===== config.mk =====
export PLATFORM = sky130hd
export DESIGN_NAME = cb_heep_reg_initiator
export DESIGN_NICKNAME = d
export VERILOG_FILES = /design/src/rtl/cb_heep_reg_initiator.sv
export SDC_FILE = /design/constraint.sdc
export NUM_CORES = 1
export LEC_CHECK = 0
export ABC_CLOCK_PERIOD_IN_PS = 2100
export CAP_MARGIN = 20
export CORE_ASPECT_RATIO = 0.9
export CORE_MARGIN = 1.5
export CORE_UTILIZATION = 43
export DETAILED_ROUTE_END_ITERATION = 8
export MAX_ROUTING_LAYER = met4
export PLACE_DENSITY = 0.8
export SYNTH_ARGS = -nofsm -noshare
export SYNTH_HDL_FRONTEND = slang
export SYNTH_SLANG_ARGS = --single-unit

===== constraint.sdc =====
create_clock -name clk_i -period 2.1 [get_ports clk_i]
set_input_delay 0.42 -clock clk_i [delete_from_list [all_inputs] [get_ports clk_i]]
set_output_delay 0.42 -clock clk_i [all_outputs]
set_load 0.005 [all_outputs]

===== src/rtl/cb_heep_reg_initiator.sv =====
// cb_heep_reg_initiator: turns one command at a time into a register-bus
// request, waits for the responder (or a timeout) and holds the result.
//
// Ports:
//   clk_i, rst_ni                     clock, async active-low reset
//   cmd_valid_i/cmd_ready_o           command handshake
//   cmd_write_i/addr/wdata/wstrb      command fields
//   reg_valid_o/write/addr/wdata/wstrb register-bus request
//   reg_ready_i/reg_rdata_i/reg_error_i register-bus response
//   rsp_valid_o/rsp_ready_i           result handshake
//   rsp_rdata_o/error/timeout         result fields
//   busy_o                            transaction in progress
module cb_heep_reg_initiator #(
    parameter int unsigned AW             = 32,
    parameter int unsigned DW             = 32,
    parameter int unsigned TIMEOUT_CYCLES = 255
) (
    input  logic            clk_i,
    input  logic            rst_ni,
    input  logic            cmd_valid_i,
    output logic            cmd_ready_o,
    input  logic            cmd_write_i,
    input  logic [AW-1:0]   cmd_addr_i,
    input  logic [DW-1:0]   cmd_wdata_i,
    input  logic [DW/8-1:0] cmd_wstrb_i,
    output logic            reg_valid_o,
    output logic            reg_write_o,
    output logic [AW-1:0]   reg_addr_o,
    output logic [DW-1:0]   reg_wdata_o,
    output logic [DW/8-1:0] reg_wstrb_o,
    input  logic            reg_ready_i,
    input  logic [DW-1:0]   reg_rdata_i,
    input  logic            reg_error_i,
    output logic            rsp_valid_o,
    input  logic            rsp_ready_i,
    output logic [DW-1:0]   rsp_rdata_o,
    output logic            rsp_error_o,
    output logic            rsp_timeout_o,
    output logic            busy_o
);

    localparam int unsigned SW      = DW / 8;
    localparam logic [15:0] LP_LAST = 16'(TIMEOUT_CYCLES - 1);

    typedef enum logic [1:0] {
        S_IDLE = 2'd0,
        S_REQ  = 2'd1,
        S_RSP  = 2'd2
    } state_t;

    state_t          r_state;
    state_t          w_state_nxt;
    logic            r_write;
    logic [AW-1:0]   r_addr;
    logic [DW-1:0]   r_wdata;
    logic [SW-1:0]   r_wstrb;
    logic [15:0]     r_cnt;
    logic [DW-1:0]   r_rdata;
    logic            r_error;
    logic            r_timeout;

    logic            w_idle;
    logic            w_req;
    logic            w_rsp;
    logic            w_cmd_hs;
    logic            w_done;
    logic            w_tmo;

    assign w_idle   = (r_state == S_IDLE);
    assign w_req    = (r_state == S_REQ);
    assign w_rsp    = (r_state == S_RSP);
    assign w_cmd_hs = w_idle & cmd_valid_i;
    // Completion wins over timeout when ready arrives in the last cycle.
    assign w_done   = w_req & reg_ready_i;
    assign w_tmo    = w_req & ~reg_ready_i & (r_cnt == LP_LAST);

    always_ff @(posedge clk_i or negedge rst_ni) begin
        if (!rst_ni) begin
            r_state <= S_IDLE;
        end else begin
            r_state <= w_state_nxt;
        end
    end

    always_comb begin
        w_state_nxt = r_state;
        unique case (r_state)
            S_IDLE: if (cmd_valid_i) w_state_nxt = S_REQ;
            S_REQ:  if (w_done || w_tmo) w_state_nxt = S_RSP;
            S_RSP:  if (rsp_ready_i) w_state_nxt = S_IDLE;
            default: w_state_nxt = S_IDLE;
        endcase
    end

    always_ff @(posedge clk_i or negedge rst_ni) begin
        if (!rst_ni) begin
            r_write <= 1'b0;
            r_addr  <= '0;
            r_wdata <= '0;
            r_wstrb <= '0;
            r_cnt   <= '0;
        end else if (w_cmd_hs) begin
            r_write <= cmd_write_i;
            r_addr  <= cmd_addr_i;
            r_wdata <= cmd_wdata_i;
            r_wstrb <= cmd_wstrb_i;
            r_cnt   <= '0;
        end else if (w_req && !reg_ready_i) begin
            r_cnt   <= r_cnt + 16'd1;
        end
    end

    always_ff @(posedge clk_i or negedge rst_ni) begin
        if (!rst_ni) begin
            r_rdata   <= '0;
            r_error   <= 1'b0;
            r_timeout <= 1'b0;
        end else if (w_done) begin
            r_rdata   <= r_write ? '0 : reg_rdata_i;
            r_error   <= reg_error_i;
            r_timeout <= 1'b0;
        end else if (w_tmo) begin
            r_rdata   <= '0;
            r_error   <= 1'b1;
            r_timeout <= 1'b1;
        end
    end

    assign cmd_ready_o   = w_idle;
    assign busy_o        = ~w_idle;

    assign reg_valid_o   = w_req;
    assign reg_write_o   = w_req & r_write;
    assign reg_addr_o    = w_req ? r_addr : '0;
    assign reg_wdata_o   = w_req ? r_wdata : '0;
    assign reg_wstrb_o   = (w_req && r_write) ? r_wstrb : '0;

    assign rsp_valid_o   = w_rsp;
    assign rsp_rdata_o   = r_rdata;
    assign rsp_error_o   = r_error;
    assign rsp_timeout_o = r_timeout;

endmodule


---- Yosys cells after proc, flatten, opt, wreduce, memory -nomap -nowiden ----
Index checks and enable logic that the tools add are counted.
word-level totals
  bits in registers ....................... 121
  logic and storage cells ................. 46
operators by class
  add/sub/neg operators ................... 1
  equality and inequality tests ........... 6
  multiplexer cells ....................... 15
  bitwise operators ....................... 7
  reduce and logical (&&, ||, !) cells .... 8
operators with widths
  operator                                        number
  2-to-1 mux 32 bit                               5
  2-to-1 mux 16 bit                               2
  adder 16 x 1 -> 16 bit, second input constant   1
  == test 16 x 8 -> 1 bit, second input constant  1
  2-to-1 mux 2 bit                                3
  one-hot mux 2 bit (3 select lines)              1
  AND 1 bit                                       5
  2-to-1 mux 4 bit                                1
  != test 2 x 1 -> 1 bit, second input constant   2
  nonzero test 2 bit                              2
  2-to-1 mux 1 bit                                3
  AND reduction 3 bit                             1
  == test 2 x 1 -> 1 bit, second input constant   1
  == test 2 bit, second input constant            1
  logical AND 1 bit                               2
  zero test 2 bit                                 1
  != test 2 bit, second input constant            1
  NOT 1 bit                                       2
  zero test 1 bit                                 1
  logical OR 1 bit                                1

---- Depth between registers and ports, before layout ----
  depth in word-level cells ............... 6
  gate-level depth with buffers ........... 7
  gate-level depth less buffers ........... 6

---- Worst setup path before layout ----
Ideal clock, no wire load.
  path kind ............................... register -> register
  start ................................... register r_cnt[0]
  end ..................................... register r_rdata[10], in the netlist rsp_rdata_o[10]
  setup time .............................. 0.121 ns
  arrival time ............................ 1.763 ns
  setup slack ............................. 0.216 ns
  stages on the path, launching flop included .. 8
  path buffers ............................ 1
  clock period less this slack ............ 1.884 ns
  path through ............................ dfrtp_1 inv_1 ha_1 or4b_1 nor3_2 a32oi_2 buf_6 a22o_1
on the way
  cells in the longest elaborated chain, start to end .. 3
RTL lines
  what                          line  RTL
  start: declaration            57    logic [15:0] r_cnt;
  start signal: assignment      109   r_cnt <= r_cnt + 16'd1;
  == test 16 x 8 -> 1 bit       75    assign w_tmo = w_req & ~reg_ready_i & (r_cnt == LP_LAST);
  AND 1 bit                     75
  nonzero test 2 bit (no line)  -
  end signal: assignment        119   r_rdata <= r_write ? '0 : reg_rdata_i;
  end: declaration              58    logic [DW-1:0] r_rdata;
Every way passes these cells.
A chain may end at the register's enable or synchronous reset.

---- Worst setup path after layout ----
  start ................................... register r_state[0]
  end ..................................... output reg_wdata_o[21]
on the way
  cells in the longest elaborated chain, start to end .. 2
RTL lines
  what                      line  RTL
  start: declaration        51    state_t r_state;
  start signal: assignment  81    r_state <= w_state_nxt;
  == test 2 x 1 -> 1 bit    70    assign w_req = (r_state == S_REQ);
  2-to-1 mux 32 bit         135   assign reg_wdata_o = w_req ? r_wdata : '0;
  end: declaration          29    output logic [DW-1:0] reg_wdata_o,
Every way passes these cells.

==> metrics.txt <==
status finished with violations; violations in the final reports setup timing; CTS buffer count 17; Ys Warns 0; Worst Max-Slew Pin Slew 0.453 ns; Die Width 120 µm; commonest non-fill, non-tap cell in the layout nand2_1; Yosys reg bits 121; maxcap violations 0; register area 3030 µm²; XOR/XNOR share of the synthesized area 0.333%; max_slew headroom 69.8%; commonest cells after routing, fill and taps aside nand2_1 (220), clkdlybuf4s50_1 (139), dfrtp_1 (120); Clock Path Buffers 2; final net count 912; Crit-path slowest cell dfrtp_2; Final GP Congestion 0.864; Mapped Area 5260 µm²; Final Skew 0.0100 ns; Multi-input gate area 2220 µm²; # diodes 0; worst setup margin -0.0551 ns; post-route DRC violation count 0; fillcell total 852; Mapped Nets 665; Post-Synth Adder-Cell Area 0.476%; Synth Area per Inst 9.46 µm²; RSZ-0062 raised after global routing true; register area share after synthesis 57.6%; critical path startpoint category flip-flop; Worst IR Drop VDD 0.816 mV; Syn Inst Count 556; GRT Total Usage 27.1%; CP bufs+invs 5; WS Path Type flip-flop to output port; post-route clock period utilization 103%; crit path time final 2.16 ns; final hold viol count 0; detailed placer's ending HPWL 10600 µm; Starting Density 43.9%; final setup vio count 3; Hold WS 0.468 ns; clk sinks 121; compound-gate portion of the synthesized area 9.37%; core area 12000 µm²; insertion delay to the later sink of the worst-skew pair 0.42 ns; mux share of post-synthesis cell area 0%; DIE AREA 12900 µm²; Crit path top cell by count buf_8; crit-path max cell delay 0.42 ns; Via Count 5042; WL per Instance 17.6 µm; utilization after layout 72.8%; share of cells above drive strength 1 25.0%; Port Buf Inserts 213; Pleak 4.29 nW; Iter 0 DRT Violations 239; critical path, cell by cell nor2b_4, buf_12, buf_8, buf_16, buf_8, and2_4, buf_6; num rows 38; Root Driver clkbuf_16; Clock H-tree levels 4; Crit Path Max Fanout 6; Synth cell types 38; WP data required 1.68 ns; largest family of logic cells by synthesized area simple AND/OR/NAND/NOR gates; Post-DRT Antenna Nets 0; WL final 17200 µm; worst min path class flip-flop to flip-flop; Worst-path clk slew 0.06 ns; Area Overhead vs Synth 65.9%; Crit. End Element output port; Critical Path AT 1.74 ns; Cell Pwr Density 1450 nW/µm²; drt pass-1 iters 4; via density per instance 5.17; Die Height 108 µm; number of global-route vias before repair 5072; Max Clk Rate 0.464 GHz; crit-path leading delay family buffers and inverters; final global-route overflow total 0; Final Slew Violations 0; CTS tree built; initial antenna violation count 0; IO Count 214; largest net degree at the start of global routing 60; first-pass GRT wire length 26200 µm; Synth Area in Simple Gates 29.2%
## logic make-up (layout without fill, tap and decap cells)
| group | Yosys count | count (layout) |
|---|---|---|
| buf+inv | 36 | 296 |
| xor+xnor | 2 | 2 |
| compound gates | 66 | 66 |
| simple gates | 329 | 329 |
| flops | 121 | 121 |
| fa+ha+maj | 2 | 2 |
## synth_stat cells, drive strengths merged
cell type	count	share of area, %
and2	66	7.8
buf	6	0.88
a31oi	1	0.12
o311ai	1	0.17
a21oi	13	1.2
nor4	1	0.40
and3b	1	0.17
or4b	2	0.38
inv	4	0.29
nand2b	2	0.38
nand3	3	0.29
o21ai	9	0.86
xnor2	1	0.17
or3	5	0.59
or2	1	0.12
a2111o	1	0.21
nor3	1	0.19
nor3b	2	0.29
ha	2	0.48
dfrtp	121	58
a21o	2	0.29
and3	4	0.48
nor2b	1	0.12
or3b	1	0.21
a32oi	1	0.31
and4	1	0.17
o31ai	6	0.86
clkbuf	26	1.9
xor2	1	0.17
nand4	4	0.48
or4	6	0.86
a22o	32	5.3
nor2	7	0.50
nand2	221	16
## power by group
part	switching [mW]	internal [mW]	total [mW]
sequential	0.589	3.33	3.92
clock	1.02	1.95	2.97
combinational	2.39	3.36	5.75
## final timing paths
| path | to | cells past startpoint | slack [ns] | start |
|---|---|---|---|---|
| worst max-delay path | reg_wdata_o[21] | 7 | -0.06 | r_state[0] |
| worst min register to register | r_wdata[7] | 2 | 0.47 | r_wdata[7] |
| min in group asynchronous | r_addr[14] | 2 | 0.52 | rst_ni |
| max in group asynchronous | r_wdata[22] | 3 | 0.95 | rst_ni |
| worst min-delay path | r_wdata[7] | 2 | 0.47 | r_wdata[7] |
| worst max register to register | r_cnt[14] | 5 | 0.04 | r_state[0] |
## worst reg2reg max path, cell delays in order (launching register included)
cell      delay [ns]
dfrtp_2         0.42
buf_4           0.16
nand2b_4        0.14
a2111o_2        0.54
or4_1           0.55
a21oi_1         0.17
## state kept, by name, indices dropped and copies added (netlist names)
signal	flops
r_cnt	16
r_addr	32
rsp_timeout_o	1
r_wdata	32
r_write	1
r_wstrb	4
rsp_error_o	1
rsp_rdata_o	32
r_state	2
## routing by layer
metal / global-route usage, % / part of all wire, % / vias to the layer above
met5: - / 0 / -
li1: - / - / 2323
met1: 31.3 / 40 / 2430
met4: 9.18 / 1.8 / 0
met3: 10.1 / 8.8 / 27
met2: 44.0 / 50 / 262
## per-stage QoR
stage,cells,worst slack (ns),setup TNS [ns],area (µm²),power [mW]
2_1_floorplan,556,0.216,0,5260,5.79
3_3_place_gp,924,-0.249,-7.06,7740,8.27
4_1_cts,972,-0.0454,-0.0843,8380,12.0
5_1_grt,976,-0.0933,-0.534,8720,13.4
3_5_place_dp,924,-0.314,-8.41,7740,8.47
6_report,976,-0.0551,-0.105,8720,12.6
## what timing repair did
item,in CTS,in global routing
cloned,7,4
resized for setup,313,63
hold buffers,1,0
hold endpoints to repair,28,0
pin swaps,1,14
endpoints found under the setup margin,72,54
buffers inserted,8,0
## area by class of cell
class,count,area share (%)
tap,160,2.29
sequential,121,34.7
clock inverter,8,1.35
inverter,4,0.172
timing repair buffer,260,30.4
multi-input combinational,399,25.5
clock buffer,24,5.52
(Power assumes the default switching activity.)
